<file path="config.mk">
export PLATFORM = sky130hd
export DESIGN_NAME = prime_sweeper_flat
export DESIGN_NICKNAME = d
export VERILOG_FILES = /design/src/rtl/prime_pkg.sv /design/src/rtl/prime_sweeper_if.sv /design/src/rtl/prime_flag_comb.sv /design/src/rtl/prime_sweeper.sv /design/src/flat_wrapper.sv
export SDC_FILE = /design/constraint.sdc
export NUM_CORES = 1
export LEC_CHECK = 0
export CELL_PAD_IN_SITES_DETAIL_PLACEMENT = 0
export CELL_PAD_IN_SITES_GLOBAL_PLACEMENT = 2
export CORE_ASPECT_RATIO = 1.25
export CORE_MARGIN = 5
export CORE_UTILIZATION = 36
export DETAILED_ROUTE_END_ITERATION = 6
export GPL_TIMING_DRIVEN = 1
export PLACE_DENSITY_LB_ADDON = 0.1
export SLEW_MARGIN = 20
export SYNTH_ARGS = -nofsm -noshare
export SYNTH_HDL_FRONTEND = slang
export SYNTH_SLANG_ARGS = --single-unit
</file>
<file path="constraint.sdc">
create_clock -name clk -period 6.1 [get_ports clk]
set_input_delay 1.525 -clock clk [delete_from_list [all_inputs] [get_ports clk]]
set_output_delay 1.525 -clock clk [all_outputs]
set_load 0.01 [all_outputs]
</file>
<file path="src/rtl/prime_pkg.sv">
// Shared types and constants for the prime sweeper.
// Optional build macro: PRIME_SWEEP_SKIP_EVEN_EN.
package prime_pkg;

    localparam int WIDTH_DEF = 5;

    typedef enum logic [1:0] {
        IDLE  = 2'd0,
        SCAN  = 2'd1,
        DRAIN = 2'd2
    } state_t;

    function automatic int cnt_w(input int w);
        return w + 1;
    endfunction

endpackage

</file>
<file path="src/rtl/prime_sweeper_if.sv">
// Result stream: valid/ready handshake carrying one prime per beat.
// Master drives valid/data, slave drives ready.
interface prime_sweeper_if #(
    parameter int W = 5
) ();

    logic         out_valid;
    logic         out_ready;
    logic [W-1:0] out_data;

    modport master (
        output out_valid,
        output out_data,
        input  out_ready
    );

    modport slave (
        input  out_valid,
        input  out_data,
        output out_ready
    );

endinterface

</file>
<file path="src/rtl/prime_flag_comb.sv">
// Combinational primality flag by trial division.
// 0 and 1 report non-prime.
module prime_flag_comb
    import prime_pkg::*;
#(
    parameter int WIDTH = WIDTH_DEF
) (
    input  logic [WIDTH-1:0] n_i,
    output logic             is_prime_o
);

    int n;

    always_comb begin
        n          = int'(n_i);
        is_prime_o = (n >= 2);
        for (int d = 2; d < (1 << WIDTH); d++) begin
            if ((d * d <= n) && (n % d == 0)) begin
                is_prime_o = 1'b0;
            end
        end
    end

endmodule

</file>
<file path="src/rtl/prime_sweeper.sv">
// Sweeps lo..hi, pushes primes into a FIFO and streams them out.
// Build with PRIME_SWEEP_SKIP_EVEN_EN to skip even candidates above 2.
module prime_sweeper
    import prime_pkg::*;
#(
    parameter int WIDTH = WIDTH_DEF,
    parameter int DEPTH = 8
) (
    input  logic                       clk,
    input  logic                       rst_n,
    input  logic                       start,
    input  logic [WIDTH-1:0]           lo,
    input  logic [WIDTH-1:0]           hi,
    output logic                       busy,
    output logic                       done,
    output logic [cnt_w(WIDTH)-1:0]    prime_count,
    prime_sweeper_if.master            res
);

    localparam int AW   = $clog2(DEPTH);
    localparam int CW   = AW + 1;
    localparam int PCW  = cnt_w(WIDTH);

    state_t             state_q;
    logic [WIDTH-1:0]   cand_q;
    logic [WIDTH-1:0]   hi_q;
    logic [PCW-1:0]     pc_q;
    logic               done_q;
    logic [WIDTH-1:0]   mem_q [DEPTH];
    logic [AW-1:0]      rd_q;
    logic [AW-1:0]      wr_q;
    logic [CW-1:0]      cnt_q;
    logic [CW-1:0]      cnt_d;
    logic [WIDTH-1:0]   head_q;
    logic [WIDTH-1:0]   head_d;

    logic               is_p;
    logic               full;
    logic               empty;
    logic               pop;
    logic               push;
    logic               advance;
    logic               last;
    logic [WIDTH-1:0]   cand_nx;

    prime_flag_comb #(
        .WIDTH (WIDTH)
    ) u_flag (
        .n_i        (cand_q),
        .is_prime_o (is_p)
    );

    assign full    = (cnt_q == CW'(DEPTH));
    assign empty   = (cnt_q == '0);
    assign pop     = !empty && res.out_ready;
    assign push    = (state_q == SCAN) && is_p && (!full || pop);
    assign advance = (state_q == SCAN) && (!is_p || push);
    assign cnt_d   = cnt_q + CW'(push) - CW'(pop);

`ifdef PRIME_SWEEP_SKIP_EVEN_EN
    logic [WIDTH:0] nxt_w;
    assign nxt_w   = {1'b0, cand_q}
                   + (((cand_q < WIDTH'(2)) || !cand_q[0])
                      ? (WIDTH+1)'(1) : (WIDTH+1)'(2));
    assign last    = (nxt_w > {1'b0, hi_q});
    assign cand_nx = nxt_w[WIDTH-1:0];
`else
    assign last    = (cand_q == hi_q);
    assign cand_nx = cand_q + WIDTH'(1);
`endif

    // Head register tracks whatever entry will sit at rd after this edge.
    always_comb begin
        head_d = head_q;
        if (pop && (cnt_q > CW'(1))) begin
            head_d = mem_q[rd_q + AW'(1)];
        end else if (push && (empty || pop)) begin
            head_d = cand_q;
        end
    end

    always_ff @(posedge clk or negedge rst_n) begin
        if (!rst_n) begin
            state_q <= IDLE;
            cand_q  <= '0;
            hi_q    <= '0;
            pc_q    <= '0;
            done_q  <= 1'b0;
            rd_q    <= '0;
            wr_q    <= '0;
            cnt_q   <= '0;
            head_q  <= '0;
            for (int i = 0; i < DEPTH; i++) begin
                mem_q[i] <= '0;
            end
        end else begin
            done_q <= 1'b0;
            cnt_q  <= cnt_d;
            head_q <= head_d;
            if (push) begin
                mem_q[wr_q] <= cand_q;
                wr_q        <= wr_q + AW'(1);
                pc_q        <= pc_q + PCW'(1);
            end
            if (pop) begin
                rd_q <= rd_q + AW'(1);
            end
            unique case (state_q)
                IDLE: begin
                    if (start) begin
                        cand_q  <= lo;
                        hi_q    <= hi;
                        pc_q    <= '0;
                        state_q <= (lo > hi) ? DRAIN : SCAN;
                    end
                end
                SCAN: begin
                    if (advance) begin
                        if (last) begin
                            state_q <= DRAIN;
                        end else begin
                            cand_q <= cand_nx;
                        end
                    end
                end
                DRAIN: begin
                    if (cnt_d == '0) begin
                        done_q  <= 1'b1;
                        state_q <= IDLE;
                    end
                end
                default: state_q <= IDLE;
            endcase
        end
    end

    assign busy          = (state_q == SCAN) || (state_q == DRAIN);
    assign done          = done_q;
    assign prime_count   = pc_q;
    assign res.out_valid = !empty;
    assign res.out_data  = head_q;

endmodule
</file>
<file path="src/flat_wrapper.sv">
// flat-port wrapper written by rule: the top's interface ports become plain ports
module prime_sweeper_flat import prime_pkg::*;
#(
    parameter int WIDTH = WIDTH_DEF,
    parameter int DEPTH = 8
)
  (clk, rst_n, start, lo, hi, busy, done, prime_count, res_out_valid, res_out_data, res_out_ready);
  prime_sweeper_if res_i ();
  input  logic clk;
  input  logic rst_n;
  input  logic start;
  input  logic [WIDTH-1:0] lo;
  input  logic [WIDTH-1:0] hi;
  output logic busy;
  output logic done;
  output logic [cnt_w(WIDTH)-1:0] prime_count;
  output wire logic [$bits(res_i.out_valid)-1:0] res_out_valid;
  output wire logic [$bits(res_i.out_data)-1:0] res_out_data;
  input wire logic [$bits(res_i.out_ready)-1:0] res_out_ready;
  assign res_out_valid = res_i.out_valid;
  assign res_out_data = res_i.out_data;
  assign res_i.out_ready = res_out_ready;
  prime_sweeper #(.WIDTH(WIDTH), .DEPTH(DEPTH)) u_core (.clk(clk), .rst_n(rst_n), .start(start), .lo(lo), .hi(hi), .busy(busy), .done(done), .prime_count(prime_count), .res(res_i));
endmodule
</file>
# After elaboration in Yosys (flattened, before gate mapping)
# Index checks and enable logic that the tools add are counted.
# op_classes
addsub	6
div	2
magnitude_cmp	10
eq_ne	9
mux	27
bitwise_logic	2
n_reduce_logical	30
# ops
cell	n
$logic_not 32->1	4
$bwmux 40	1
$mux 5	8
$mod 6x3->32 const B	1
$mod 6x4->32 const B	1
$mux 6	3
$bmux 5 s3	1
$demux 5 s3	1
$logic_and 1x1->1	11
$le 5x5->1 const A	2
$mux 2	5
$pmux 5 s2	1
$ge 4x4->1 const B	2
$logic_not 4->1	2
$not 3->4	2
$reduce_and 4->1	2
$add 3x1->3 const B	2
$add 6x1->6 const B	1
$mux 1	6
$ne 2x1->1 const B	3
$pmux 2 s3	1
$add 5x1->5 const B	1
$eq 5x5->1	1
$ge 5x2->1 const B	1
16 further kinds	23
# word_totals
ff_bits	74
out_inout_bits	14
elab_cells	103

# Longest topological paths before layout
# depth
word_depth	13
ltp_mapped	32
mapped_depth_nobuf	27

# Cells and area by module
# Synthesis repeated with hierarchy kept, for this count alone.
# hier_totals
hier_cells	460
area_unflattened_um2	4798.4
# modules_own_cells
module	instances	cells_each	area_per_inst_um2	seq_area_each_um2
prime_sweeper	1	321	3832.4	1851.8
prime_flag_comb	1	139	965.9	0.0

# Least setup slack after synthesis
# OpenSTA, ideal clock, no wires.
# synth_timing
kind	reg2reg
startpoint	register u_core.cand_q[3]
endpoint	register u_core.state_q[0]
setup_time_ns	0.110
arrival_ns	6.134
required_time_ns	5.990
slack_ns	-0.144
path_stages_with_launch	30
n_path_buf	5
period_less_slack_ns	6.244
cell_sequence	dfrtp_1 -> buf_2 -> buf_1 -> clkbuf_1 -> ha_1 -> and3b_1 -> buf_4 -> mux2i_1 -> a21oi_1 -> inv_1 -> ha_1 -> inv_1 -> o221a_2 -> nor4b_4 -> xnor2_1 -> ha_1 -> or3_1 -> a211oi_1 -> mux2i_1 -> o2111ai_1 -> o211ai_1 -> nor2_1 -> or4b_4 -> inv_2 -> buf_4 -> ha_1 -> fa_1 -> or4_1 -> a211o_1 -> o41ai_1
# synth_via
elab_chain_len	13
# synth_lines
item	line	text
from (decl)	prime_sweeper.sv:25	logic [WIDTH-1:0] cand_q;
from (signal assigned)	prime_sweeper.sv:111	cand_q <= lo;
from (signal assigned)	prime_sweeper.sv:122	cand_q <= cand_nx;
$mod 6x3->32 or $le 3x5->1 (tied branches)	prime_flag_comb.sv:18	if ((d * d <= n) && (n % d == 0)) begin
$logic_not 32->1 or $logic_and 1x1->1 (tied branches)	prime_flag_comb.sv:18	
$logic_and 1x1->1 or $mux 1 (tied branches)	prime_flag_comb.sv:18	
$mux 1 (2 in series)	prime_flag_comb.sv:18	
$mux 1 *	prime_flag_comb.sv:18	
$logic_and 1x1->1 * (2 in series)	prime_sweeper.sv:56	assign push = (state_q == SCAN) && is_p && (!full || pop);
via u_core.push	prime_sweeper.sv:41	logic push;
$add 4x1->4 *	prime_sweeper.sv:58	assign cnt_d = cnt_q + CW'(push) - CW'(pop);
$sub 4x1->4 *	prime_sweeper.sv:58	
via u_core.cnt_d[1]	prime_sweeper.sv:33	logic [CW-1:0] cnt_d;
$logic_not 4->1 *	prime_sweeper.sv:127	if (cnt_d == '0) begin
$ne 2x1->1 (no source line) *	-	
$reduce_and 4->1 (no source line) *	-	
to (signal assigned)	prime_sweeper.sv:114	state_q <= (lo > hi) ? DRAIN : SCAN;
to (decl)	prime_sweeper.sv:24	state_t state_q;
# Mark *: on every way through the listed nets, which the timed path passes. The rest lies on a longest branch.
# A chain may end at the register's enable or synchronous reset.

# Worst setup path in the final report
# layout_timing
startpoint	register u_core.cand_q[4]
endpoint	register u_core.state_q[1]
# layout_via
elab_chain_len	13
# layout_lines
item	line
$mod 6x3->32 or $le 3x5->1 (tied branches)	prime_flag_comb.sv:18
$logic_not 32->1 or $logic_and 1x1->1 (tied branches)	prime_flag_comb.sv:18
$logic_and 1x1->1 or $mux 1 (tied branches)	prime_flag_comb.sv:18
$mux 1 (2 in series)	prime_flag_comb.sv:18
$mux 1 *	prime_flag_comb.sv:18
$logic_and 1x1->1 * (2 in series)	prime_sweeper.sv:56
$add 4x1->4 *	prime_sweeper.sv:58
$sub 4x1->4 *	prime_sweeper.sv:58
via u_core.cnt_d[1]	prime_sweeper.sv:33
$logic_not 4->1 *	prime_sweeper.sv:127
$ne 2x1->1 (no source line) *	-
$reduce_and 4->1 (no source line) *	-
# Marks and branches as above.

==> qor.yml <==
drt_iter0_drc: 141
clk_root_buffer_cell: "clkbuf_16"
cts_tree: "done"
multiInputGateArea_um2: 2790
clk_pin_slew_worst_paths_ps: 70
dpl.hpwl_um: 8860
clock-sinks: 74
ys_warn_count: 0
gp_congestion: 0.790
core_region_area_um2: 13200
diodes: 0
slowest_delay_ps: 580
hold_end: "u_core.rd_q[2]"
portBuffers: 27
drtPass1Iterations: 4
final_max_slew_viol_count: 0
syn_avg_cell_area_um2: 10.3
grt_max_degree: 75
critPathBufInv: 3
ys_seq_elements: 74
rsz0062_at_grt: "yes"
outcome: "completed"
ir_drop_mv: 0.216
cts_buffers: 9
clkLatencyLatePin_ps: 340
drc: 0
post-place-ws_ps: 120
final_common_cell: "dfrtp_1"
finish.instance_area_um2: 5710
tightest_slew_ps: 967
yosysSeqAreaShare_pct: 38.4
fmax_mhz: 173
placed_cell_area_um2: 5330
power.density_nw_per_um2: 600
worstPathRequired_ps: 6370
layout_setup_ws_ps: 317
regArea_um2: 1860
min_from: "u_core.rd_q[2]"
hold_buffers: 0
start_util_pct: 36.6
syn_inst: 467
antenna_found_initial: 0
async_reset_ff_share_pct: 100
nets: 543
grt_pass1_vias: 3757
syn_nets: 510
startpoint_type: "register"
worst_slew_margin_rel_pct: 35.6
io_pins: 28
grt_usage_pct: 15.9
hold_viol: 0
drt-vias-per-instance: 5.32
cp-end-kind: "register"
nFillCells: 1332
dieArea_um2: 15800
r2r_setup_slack_ps: 320
leakagePower_nw: 2.58
hold_depth: 1
setup-tns-final_ps: 0
area_delta_synth_final_pct: 18.5
htree_levels: 3
grt_pass1_wl_um: 19900
ant_nets: 0
setup_viol: 0
synth_edf_count: 0
reg2reg_depth: 25
r2r_start: "u_core.cand_q[4]"
stdcell_count: 676
r2r_end: "u_core.state_q[1]"
fp.dieH_um: 139
layout_common_cells: "dfrtp_1, mux2_2, nand2_1"
fin_crit_sh_pct: 94.8
cts_buffer_depth: 2
wl_um: 12100
crit_path_max_fanout: 7
die_w_um: 114
drive_above_1_share_pct: 24.0
overflow: 0
crit_slowest_cell: "or4b_4"
clock_skew_ps: 6.43
worstPathArrival_ps: 6050
rows: 47
mappedNetlistArea_um2: 4820
post-route-util_pct: 43.4
fin_crit_ps: 5780
drv_cap: 0
ys_dominant_reg_cell: "dfrtp_1"
hold_path_class: "reg -> reg"
synth.distinct_cells: 65
cp_top_family: "simple AND/OR/NAND/NOR gates"
route.detailed.wl_per_inst_um: 17.9
path_class: "reg -> reg"
vias: 3594
placedCellCount: 657
## per-stage QoR
stage / hold slack, ps / power, W
2_1_floorplan: 449 / 0.00227
3_3_place_gp: 480 / 0.00283
3_5_place_dp: 480 / 0.00283
6_report: 495 / 0.00343
4_1_cts: 501 / 0.00340
5_1_grt: 514 / 0.00370
## how the worst max path moves through the flow
stage                          start  slack (ps)  cells past startpoint                 to
finish              u_core.cand_q[4]         320                     25  u_core.state_q[1]
CTS                 u_core.cand_q[3]          70                     23  u_core.state_q[1]
global route        u_core.cand_q[4]         0.8                     24  u_core.state_q[0]
detailed placement  u_core.cand_q[3]         120                     23  u_core.state_q[1]
floorplan           u_core.cand_q[3]           7                     29  u_core.state_q[0]
global placement    u_core.cand_q[3]         220                     24  u_core.state_q[0]
## what timing repair did
item	CTS	global route
resized for setup	0	15
setup endpoints to repair	0	2
setup buffers	0	3
## final cells by class
cell class | count | share of cell area, %
clock inverter | 6 | 1.25
sequential | 74 | 32.5
timing repair buffer | 47 | 7.38
inverter | 32 | 2.10
multi-input combinational | 336 | 48.8
clock buffer | 10 | 4.18
tap | 171 | 3.75
## registers in the layout (all words and copies together), names as in the netlist
register and flops:
u_core.cand_q 5, u_core.cnt_q 4, u_core.done 1, u_core.hi_q 5, u_core.mem_q 40, u_core.prime_count 6, u_core.rd_q 3, u_core.res.out_data 5
u_core.state_q 2, u_core.wr_q 3
## logic make-up (layout without fill, tap and decap cells)
logic type | after synthesis | count (layout) | share of synthesized area (%)
fa+ha+maj | 29 | 29 | 7.68
xor+xnor | 15 | 15 | 2.73
flops | 74 | 74 | 38.4
simple gates | 125 | 125 | 14.3
buf+inv | 57 | 95 | 4.78
mux | 71 | 71 | 19.0
compound gates | 96 | 96 | 13.1
## cell usage after synthesis, types with 2 or more instances
master	n	share of area [%]
mux2_2	44	10
o22ai_1	3	0.39
xnor2_1	7	1.3
mux2_4	5	1.6
dfrtp_1	74	38
nand2_1	33	2.6
nand3b_1	5	0.78
o22a_1	2	0.36
or3_1	7	0.91
o31ai_1	3	0.47
a31oi_1	8	1.0
nor4_1	4	0.52
or4_1	4	0.62
buf_4	3	0.47
a21oi_1	19	2.0
xor2_1	8	1.5
o21bai_1	2	0.31
clkbuf_1	14	1.1
ha_1	28	7.3
nand3_1	10	1.0
or2_2	3	0.39
nand2b_1	8	1.0
a211o_1	3	0.55
nor3_1	6	0.62
nand4b_1	3	0.55
and2_1	2	0.26
buf_1	4	0.31
nand4_1	4	0.52
o211ai_1	2	0.31
a21o_1	3	0.47
inv_1	30	2.3
mux4_2	10	4.7
a211oi_1	4	0.62
o21a_1	2	0.31
a311o_1	2	0.42
mux2i_1	12	2.5
o2111ai_1	2	0.36
nor2b_1	7	0.91
buf_2	4	0.42
inv_2	2	0.16
o21ai_0	27	2.8
nor2_1	21	1.6
## report_power, final
group,switching [W],internal [W]
clock network,0.000225,0.000332
logic,0.00108,0.000947
registers,0.000156,0.000684
total,0.00146,0.00196
## layer usage
metal	GRT usage, %	part of all wire, %	up-vias
li1	-	-	1766
met1	20.1	45	1782
met2	27.6	51	35
met3	2.43	2.1	11
met4	5.06	1.1	0
met5	0	0	-
## worst register-to-register path: stages (launching register included)
cell,delay (ps)
dfrtp_2,440
ha_1,330
and3b_1,260
mux2i_1,120
a21oi_2,150
inv_1,70
ha_2,200
inv_1,90
o221a_2,220
nor4b_4,280
xnor2_1,170
ha_2,270
or3_1,120
a211oi_1,50
mux2i_1,150
o2111ai_1,130
o211ai_1,150
nor2_1,60
or4b_4,580
inv_2,80
ha_1,180
fa_1,440
or4_4,570
a211o_1,310
o21ai_0,150
a21boi_2,170
No activity file was read; power rests on OpenSTA's default activity.
